$ cat config.mk
export PLATFORM = sky130hd
export DESIGN_NAME = variance_cache_ctrl
export DESIGN_NICKNAME = d
export VERILOG_FILES = /design/src/rtl/variance_cache_ctrl_pkg.sv /design/src/rtl/variance_norm_calc.sv /design/src/rtl/variance_cache_ctrl.sv
export SDC_FILE = /design/constraint.sdc
export NUM_CORES = 1
export LEC_CHECK = 0
export ABC_AREA = 0
export BUFFER_PORTS_ARGS = -buffer_cell sky130_fd_sc_hd__buf_2
export CAP_MARGIN = 20
export CORE_ASPECT_RATIO = 1.1
export CORE_MARGIN = 1.5
export CORE_UTILIZATION = 56
export CTS_CLUSTER_SIZE = 12
export DETAILED_ROUTE_END_ITERATION = 10
export PLACE_DENSITY_LB_ADDON = 0.12
export SETUP_SLACK_MARGIN = 0.1
export SYNTH_ARGS = -nofsm -noshare
export SYNTH_HDL_FRONTEND = slang
export SYNTH_HIERARCHICAL = 1
export SYNTH_SLANG_ARGS = --single-unit
$ cat constraint.sdc
create_clock -name clk -period 15.2 [get_ports clk]
set_clock_uncertainty 0.15 [all_clocks]
set_input_delay 1.52 -clock clk [delete_from_list [all_inputs] [get_ports clk]]
set_output_delay 1.52 -clock clk [all_outputs]
set_load 0.01 [all_outputs]
$ cat src/rtl/variance_cache_ctrl_pkg.sv
// Shared defaults, FSM state type and corner sign pattern for the variance cache sequencer.
package variance_cache_ctrl_pkg;

   localparam int unsigned DEF_ADDR_WIDTH   = 2;
   localparam int unsigned DEF_WORD_SIZE    = 32;
   localparam int unsigned DEF_WORD_SIZE_SQ = 48;
   localparam int unsigned DEF_WIN_AREA     = 400;
   localparam int unsigned DEF_NORM_W       = 96;

   typedef enum logic [2:0] {
      StIdle,
      StRead,
      StAcc,
      StNorm,
      StOut
   } vc_state_e;

   // Bit k set means corner k is added, clear means subtracted: c0 - c1 - c2 + c3.
   localparam logic [3:0] CORNER_SIGN = 4'b1001;

endpackage

$ cat src/rtl/variance_norm_calc.sv
// Normalised variance term N*sqsum - sum^2, truncated to NORM_W and read as signed.
// Instantiated only when VARIANCE_CACHE_CTRL_NORM_EN is defined.
module variance_norm_calc #(
   parameter int unsigned WORD_SIZE    = 32,
   parameter int unsigned WORD_SIZE_SQ = 48,
   parameter int unsigned WIN_AREA     = 400,
   parameter int unsigned NORM_W       = 96
) (
   input  logic [WORD_SIZE-1:0]    sum,
   input  logic [WORD_SIZE_SQ-1:0] sqsum,
   output logic [NORM_W-1:0]       norm
);

   localparam logic [NORM_W-1:0] AREA = NORM_W'(WIN_AREA);

   logic [NORM_W-1:0] sum_ext;
   logic [NORM_W-1:0] sqsum_ext;

   assign sum_ext   = NORM_W'(sum);
   assign sqsum_ext = NORM_W'(sqsum);
   assign norm      = (AREA * sqsum_ext) - (sum_ext * sum_ext);

endmodule

$ cat src/rtl/variance_cache_ctrl.sv
// Variance cache sequencer: loads four window corners into the cache, reads them back and
// accumulates c0 - c1 - c2 + c3. Define VARIANCE_CACHE_CTRL_NORM_EN to add the out_norm stage.
module variance_cache_ctrl
   import variance_cache_ctrl_pkg::*;
#(
   parameter int unsigned ADDR_WIDTH   = DEF_ADDR_WIDTH,
   parameter int unsigned WORD_SIZE    = DEF_WORD_SIZE,
   parameter int unsigned WORD_SIZE_SQ = DEF_WORD_SIZE_SQ
`ifdef VARIANCE_CACHE_CTRL_NORM_EN
   ,
   parameter int unsigned WIN_AREA     = DEF_WIN_AREA,
   parameter int unsigned NORM_W       = DEF_NORM_W
`endif
) (
   input  logic                    clk,
   input  logic                    rst,
   input  logic                    in_valid,
   output logic                    in_ready,
   input  logic [WORD_SIZE-1:0]    in_ii,
   input  logic [WORD_SIZE_SQ-1:0] in_sqii,
   output logic                    vc_we,
   output logic [ADDR_WIDTH-1:0]   vc_waddr,
   output logic [WORD_SIZE-1:0]    vc_wdata,
   output logic                    vc_weSQ,
   output logic [ADDR_WIDTH-1:0]   vc_waddrSQ,
   output logic [WORD_SIZE_SQ-1:0] vc_wdataSQ,
   output logic [ADDR_WIDTH-1:0]   vc_raddr,
   output logic [ADDR_WIDTH-1:0]   vc_raddrSQ,
   input  logic [WORD_SIZE-1:0]    vc_q,
   input  logic [WORD_SIZE_SQ-1:0] vc_qSQ,
   output logic                    out_valid,
   input  logic                    out_ready,
   output logic [WORD_SIZE-1:0]    out_sum,
   output logic [WORD_SIZE_SQ-1:0] out_sqsum
`ifdef VARIANCE_CACHE_CTRL_NORM_EN
   ,
   output logic [NORM_W-1:0]       out_norm
`endif
);

   localparam logic [ADDR_WIDTH-1:0] LAST_CORNER = ADDR_WIDTH'(3);
   localparam logic [ADDR_WIDTH-1:0] ADDR_ONE    = ADDR_WIDTH'(1);

   vc_state_e                 state_q, state_d;
   logic [ADDR_WIDTH-1:0]     corner_q, corner_d;
   logic [ADDR_WIDTH-1:0]     rd_q, rd_d;
   logic [WORD_SIZE-1:0]      sum_q, sum_d;
   logic [WORD_SIZE_SQ-1:0]   sqsum_q, sqsum_d;

   logic                      in_fire;
   logic                      out_fire;
   logic                      acc_en;
   logic [ADDR_WIDTH-1:0]     acc_idx;

   assign in_fire  = in_valid & in_ready;
   assign out_fire = out_valid & out_ready;

   // Cache write port follows the input handshake directly.
   assign vc_we      = in_fire;
   assign vc_weSQ    = in_fire;
   assign vc_waddr   = corner_q;
   assign vc_waddrSQ = corner_q;
   assign vc_wdata   = in_ii;
   assign vc_wdataSQ = in_sqii;

   // State register.
   always_ff @(posedge clk) begin
      if (rst) begin
         state_q <= StIdle;
      end else begin
         state_q <= state_d;
      end
   end

   // Next-state logic.
   always_comb begin
      state_d = state_q;
      unique case (state_q)
         StIdle: begin
            if (in_fire && (corner_q == LAST_CORNER)) begin
               state_d = StRead;
            end
         end
         StRead: begin
            if (rd_q == LAST_CORNER) begin
               state_d = StAcc;
            end
         end
         StAcc: begin
`ifdef VARIANCE_CACHE_CTRL_NORM_EN
            state_d = StNorm;
`else
            state_d = StOut;
`endif
         end
         StNorm: state_d = StOut;
         StOut: begin
            if (out_fire) begin
               state_d = StIdle;
            end
         end
         default: state_d = StIdle;
      endcase
   end

   // Output decode. Read data lags the issued address by one cycle, so the corner being
   // accumulated is the previous rd count, and corner 3 lands in StAcc.
   always_comb begin
      in_ready   = 1'b0;
      out_valid  = 1'b0;
      vc_raddr   = '0;
      vc_raddrSQ = '0;
      acc_en     = 1'b0;
      acc_idx    = '0;
      unique case (state_q)
         StIdle: in_ready = ~rst;
         StRead: begin
            vc_raddr   = rd_q;
            vc_raddrSQ = rd_q;
            acc_en     = (rd_q != '0);
            acc_idx    = rd_q - ADDR_ONE;
         end
         StAcc: begin
            acc_en  = 1'b1;
            acc_idx = LAST_CORNER;
         end
         StNorm: ;
         StOut: out_valid = 1'b1;
         default: ;
      endcase
   end

   // Corner and read counters.
   always_comb begin
      corner_d = corner_q;
      rd_d     = '0;
      if (in_fire) begin
         corner_d = (corner_q == LAST_CORNER) ? '0 : corner_q + ADDR_ONE;
      end
      if (state_q == StRead) begin
         rd_d = rd_q + ADDR_ONE;
      end
   end

   always_ff @(posedge clk) begin
      if (rst) begin
         corner_q <= '0;
         rd_q     <= '0;
      end else begin
         corner_q <= corner_d;
         rd_q     <= rd_d;
      end
   end

   // Accumulators clear when a new window starts and wrap modulo their widths.
   always_comb begin
      sum_d   = sum_q;
      sqsum_d = sqsum_q;
      if (in_fire && (corner_q == '0)) begin
         sum_d   = '0;
         sqsum_d = '0;
      end else if (acc_en) begin
         if (CORNER_SIGN[acc_idx]) begin
            sum_d   = sum_q + vc_q;
            sqsum_d = sqsum_q + vc_qSQ;
         end else begin
            sum_d   = sum_q - vc_q;
            sqsum_d = sqsum_q - vc_qSQ;
         end
      end
   end

   always_ff @(posedge clk) begin
      if (rst) begin
         sum_q   <= '0;
         sqsum_q <= '0;
      end else begin
         sum_q   <= sum_d;
         sqsum_q <= sqsum_d;
      end
   end

   assign out_sum   = sum_q;
   assign out_sqsum = sqsum_q;

`ifdef VARIANCE_CACHE_CTRL_NORM_EN
   logic [NORM_W-1:0] norm_d;
   logic [NORM_W-1:0] norm_q;

   variance_norm_calc #(
      .WORD_SIZE    (WORD_SIZE),
      .WORD_SIZE_SQ (WORD_SIZE_SQ),
      .WIN_AREA     (WIN_AREA),
      .NORM_W       (NORM_W)
   ) u_norm_calc (
      .sum   (sum_q),
      .sqsum (sqsum_q),
      .norm  (norm_d)
   );

   always_ff @(posedge clk) begin
      if (rst) begin
         norm_q <= '0;
      end else if (state_q == StNorm) begin
         norm_q <= norm_d;
      end
   end

   assign out_norm = norm_q;
`endif

endmodule

==> run_results.csv <==
group,metric,value,unit
clocking,clock-sinks,87,
detailed_routing,num_vias,9419,
synthesis,syn_inst,1294,
place,dpl.hpwl,20.0,mm
finish,drive_above_1_share,16.0,%
floorplan,placementRows,49,
timing,fin_ws,8.62,ns
hold_path,min_path_type,"reg2reg",
synthesis,syn_area_per_cell,7.37,sq um
clocking,holdBufCountCts,0,
clocking,root_buffer,"clkbuf_16",
global_routing,grt.overflow.total,0,
timing,max_freq,0.152,GHz
synthesis,yosysWarnings,6,
global_routing,grt_max_degree,74,
worst_setup_path,worstSetupPathType,"in2reg",
floorplan,initial_core_util,57.8,%
synthesis,synth_top_family_by_area,"compound AO/OA/AOI/OAI gates",
detailed_routing,first_pass_iters,5,
clocking,postCtsResizedCells,0,
synthesis,synthAdderAreaFrac,11.8,%
power_and_ir_drop,powerDensity,56.2,nW/um^2
detailed_routing,vias_per_cell,6.03,
floorplan,die_w,127,um
timing,hold_viol,0,
detailed_routing,drt-total-wl,26.5,mm
synthesis,synthSimpleGateAreaFrac,20.8,%
synthesis,synth_compound_area_share,26.1,%
synthesis,synth_ff_type,"dfxtp_1",
place,place_congestion,0.965,
synthesis,synth_mux_area_share,0.315,%
clocking,h-tree-depth,3,
finish,final_nets,1607,
worst_setup_path,cpMostUsedCell,"or4_1",
place,port_buffers,175,
global_routing,grt_usage,29.0,%
floorplan,core,16500,sq um
synthesis,async_flop_share,0,%
detailed_routing,met3_wirelength,1.31,mm
clocking,clk_pin_slew,0.07,ns
synthesis,ys_types,70,
synthesis,synth_edf_count,0,
detailed_routing,dr_wl_met2,13.0,mm
synthesis,synth-seq-area-share,18.3,%
synthesis,synth_xor_xnor_area_share,12.8,%
timing,tightest_slew,0.942,ns
power_and_ir_drop,p_leak,4.68,nW
floorplan,dieArea,17800,sq um
finish,antenna_cells,0,
timing,slew_viol_final,0,
timing,rsz0062_at_grt,"no",
clocking,post-cts-setup-buffers,0,
run_status,status,"completed",
floorplan,die_y,140,um
detailed_routing,topRoutingLayerUsed,"met4",
worst_setup_path,cp_slowest_cell,"or4_1",
synthesis,syn-cell-area,9530,sq um
timing,setup_tns,0,ns
timing,finalCriticalPeriod,6.58,ns
power_and_ir_drop,ir_drop,0.0537,mV
worst_setup_path,endpoint_kind,"flop",
job,drv_cap,0,
global_routing,grt_pass1_wl,42.4,mm
worst_setup_path,critical_path.startpoint_type,"primary input",
place,dp_slack,8.28,ns
detailed_routing,ant_nets,0,
synthesis,ys_ff_latch,87,
worst_setup_path,worstPathCellList,"buf_2, or4_1, nor4_1, and3_2, nand2_1, nor2_4, nand2_2, or4_4, o21ai_2, xnor2_1, ha_1, a21o_1, a211oi_1, nor2_1, or4_1, a32oi_1, nand3_1, and4_1, or3_1, a21oi_1",
synthesis,syn_nets,1547,
worst_setup_path,arrival,6.70,ns
worst_setup_path,crit_fanout,7,
global_routing,antenna_found_initial,0,
clocking,clk_latency,0.36,ns
detailed_routing,routedWlPerCell,17.0,um
detailed_routing,wl_met1,11.7,mm
worst_setup_path,cp.required,15.33,ns
finish,syn_to_final_growth,7.40,%
floorplan,ios,336,
finish,fillers,1576,
timing,setup_viol,0,
detailed_routing,route.detailed.drc,0,
timing,finalCritPeriodShare,43.3,%
detailed_routing,drtIter0Drc,530,
timing,slew_headroom,36.9,%
clocking,cts_tree,"built",
clocking,cts_made_buffers,9,
worst_setup_path,max_stage_delay,0.61,ns
global_routing,grt_pass1_vias,8837,
clocking,ctsLongestPathBuffers,2,
final timing paths:
check | startpoint | end | slack [ns] | cells past startpoint
worst max-delay path | vc_qSQ[6] | out_sqsum[47] | 8.62 | 20
worst min-delay path | out_sum[3] | out_sum[3] | 0.32 | 2
worst max register to register | rd_q[0] | out_sqsum[46] | 9.47 | 16
worst min register to register | out_sum[3] | out_sum[3] | 0.32 | 2
kinds of logic (layout without fill, tap and decap cells):
kind of cell    Yosys count  count (layout)
fa+ha+maj                89              89
compound gates          400             400
simple gates            409             409
buf+inv                 167             232
mux                       3               3
xor+xnor                139             139
flops                    87              87
critical path: cells and delay by family:
kind	cells	cell delay, ns
buffers and inverters	1	0.11
adder cells (fa/ha/maj)	1	0.33
XOR/XNOR	1	0.14
AO/OA/AOI/OAI	5	1.00
AND/OR/NAND/NOR	12	3.59
area by class of cell:
| class | count | area, sq um | area share [%] |
|---|---|---|---|
| multi-input cells | 1040 | 6850 | 66.9 |
| flip-flops and latches | 87 | 1740 | 17.0 |
| clock inverters | 6 | 92.6 | 0.904 |
| clock buffers | 10 | 239 | 2.33 |
| inverters | 34 | 128 | 1.25 |
| well taps | 204 | 255 | 2.49 |
| repair buffers | 182 | 928 | 9.07 |
layer usage:
layer  vias to the layer above  track usage, %
li1                       4683               -
met1                      4392            35.7
met2                       296            51.8
met3                        48            3.77
met4                         0            9.69
met5                         -               0
synth_stat cells, drive strengths merged, types with 10 or more instances:
library cell / number / area [sq um]
nand2: 168 / 633
a21oi: 154 / 771
buf: 99 / 691
dfxtp: 87 / 1740
ha: 87 / 1090
nor2: 82 / 315
o21ai: 82 / 422
xnor2: 81 / 709
xor2: 58 / 508
a21o: 35 / 263
clkbuf: 34 / 128
inv: 34 / 128
nand3: 25 / 125
nor3: 25 / 125
or3: 23 / 160
o21bai: 20 / 154
a211oi: 16 / 120
a31oi: 16 / 100
o31ai: 16 / 134
and3: 14 / 88.8
nor4: 12 / 75.1
nand4: 10 / 62.6
power by group:
group / internal (mW) / leakage (nW) / switching, mW
sequential: 0.228 / 0.701 / 0.000695
combinational: 0.0350 / 3.82 / 0.0559
clock: 0.150 / 0.155 / 0.106
total: 0.413 / 4.68 / 0.162
cells in the final DEF, fill, tap and decap left out, drive strengths merged, types with 4 or more instances in the layout:
master  synthesis  final
and3           14     14
nor2b           9      9
a21oi         154    154
o21bai         20     20
o211ai          7      7
nor4           12     12
nand3          25     25
a211oi         16     16
nand2b          4      4
o21ai          82     82
and4            7      7
nand2         168    168
dfxtp          87     87
or3            23     23
ha             87     87
xor2           58     58
a211o           4      4
nor3b           9      9
buf            99    182
nand4          10     10
o41ai           9      9
or4             6      6
a311oi          4      4
nor3           25     25
clkbuf         34     10
nor2           82     82
a311o           5      5
xnor2          81     81
a21o           35     35
inv            34     35
a31oi          16     16
o31ai          16     16
o21a            9      9
and2            4      4
state kept, by name, summed over array words and instances, names as in the netlist:
name	count
out_sum	32
rd_q	2
vc_waddr	2
out_sqsum	48
state_q	3
metrics by stage:
stage / instances / instance area, sq um / total power, mW / utilization, % / hold slack [ns]
2_1_floorplan: 1294 / 9530 / 0.313 / - / 0.322
4_1_cts: 1563 / 10200 / 0.578 / 62.1 / 0.325
5_1_grt: 1563 / 10200 / 0.596 / 62.1 / 0.331
3_5_place_dp: 1547 / 9910 / 0.324 / 60.1 / 0.313
6_report: 1563 / 10200 / 0.575 / 62.1 / 0.322
3_3_place_gp: 1547 / 9910 / 0.323 / 60.1 / 0.310
No activity file was read; power rests on OpenSTA's default activity.
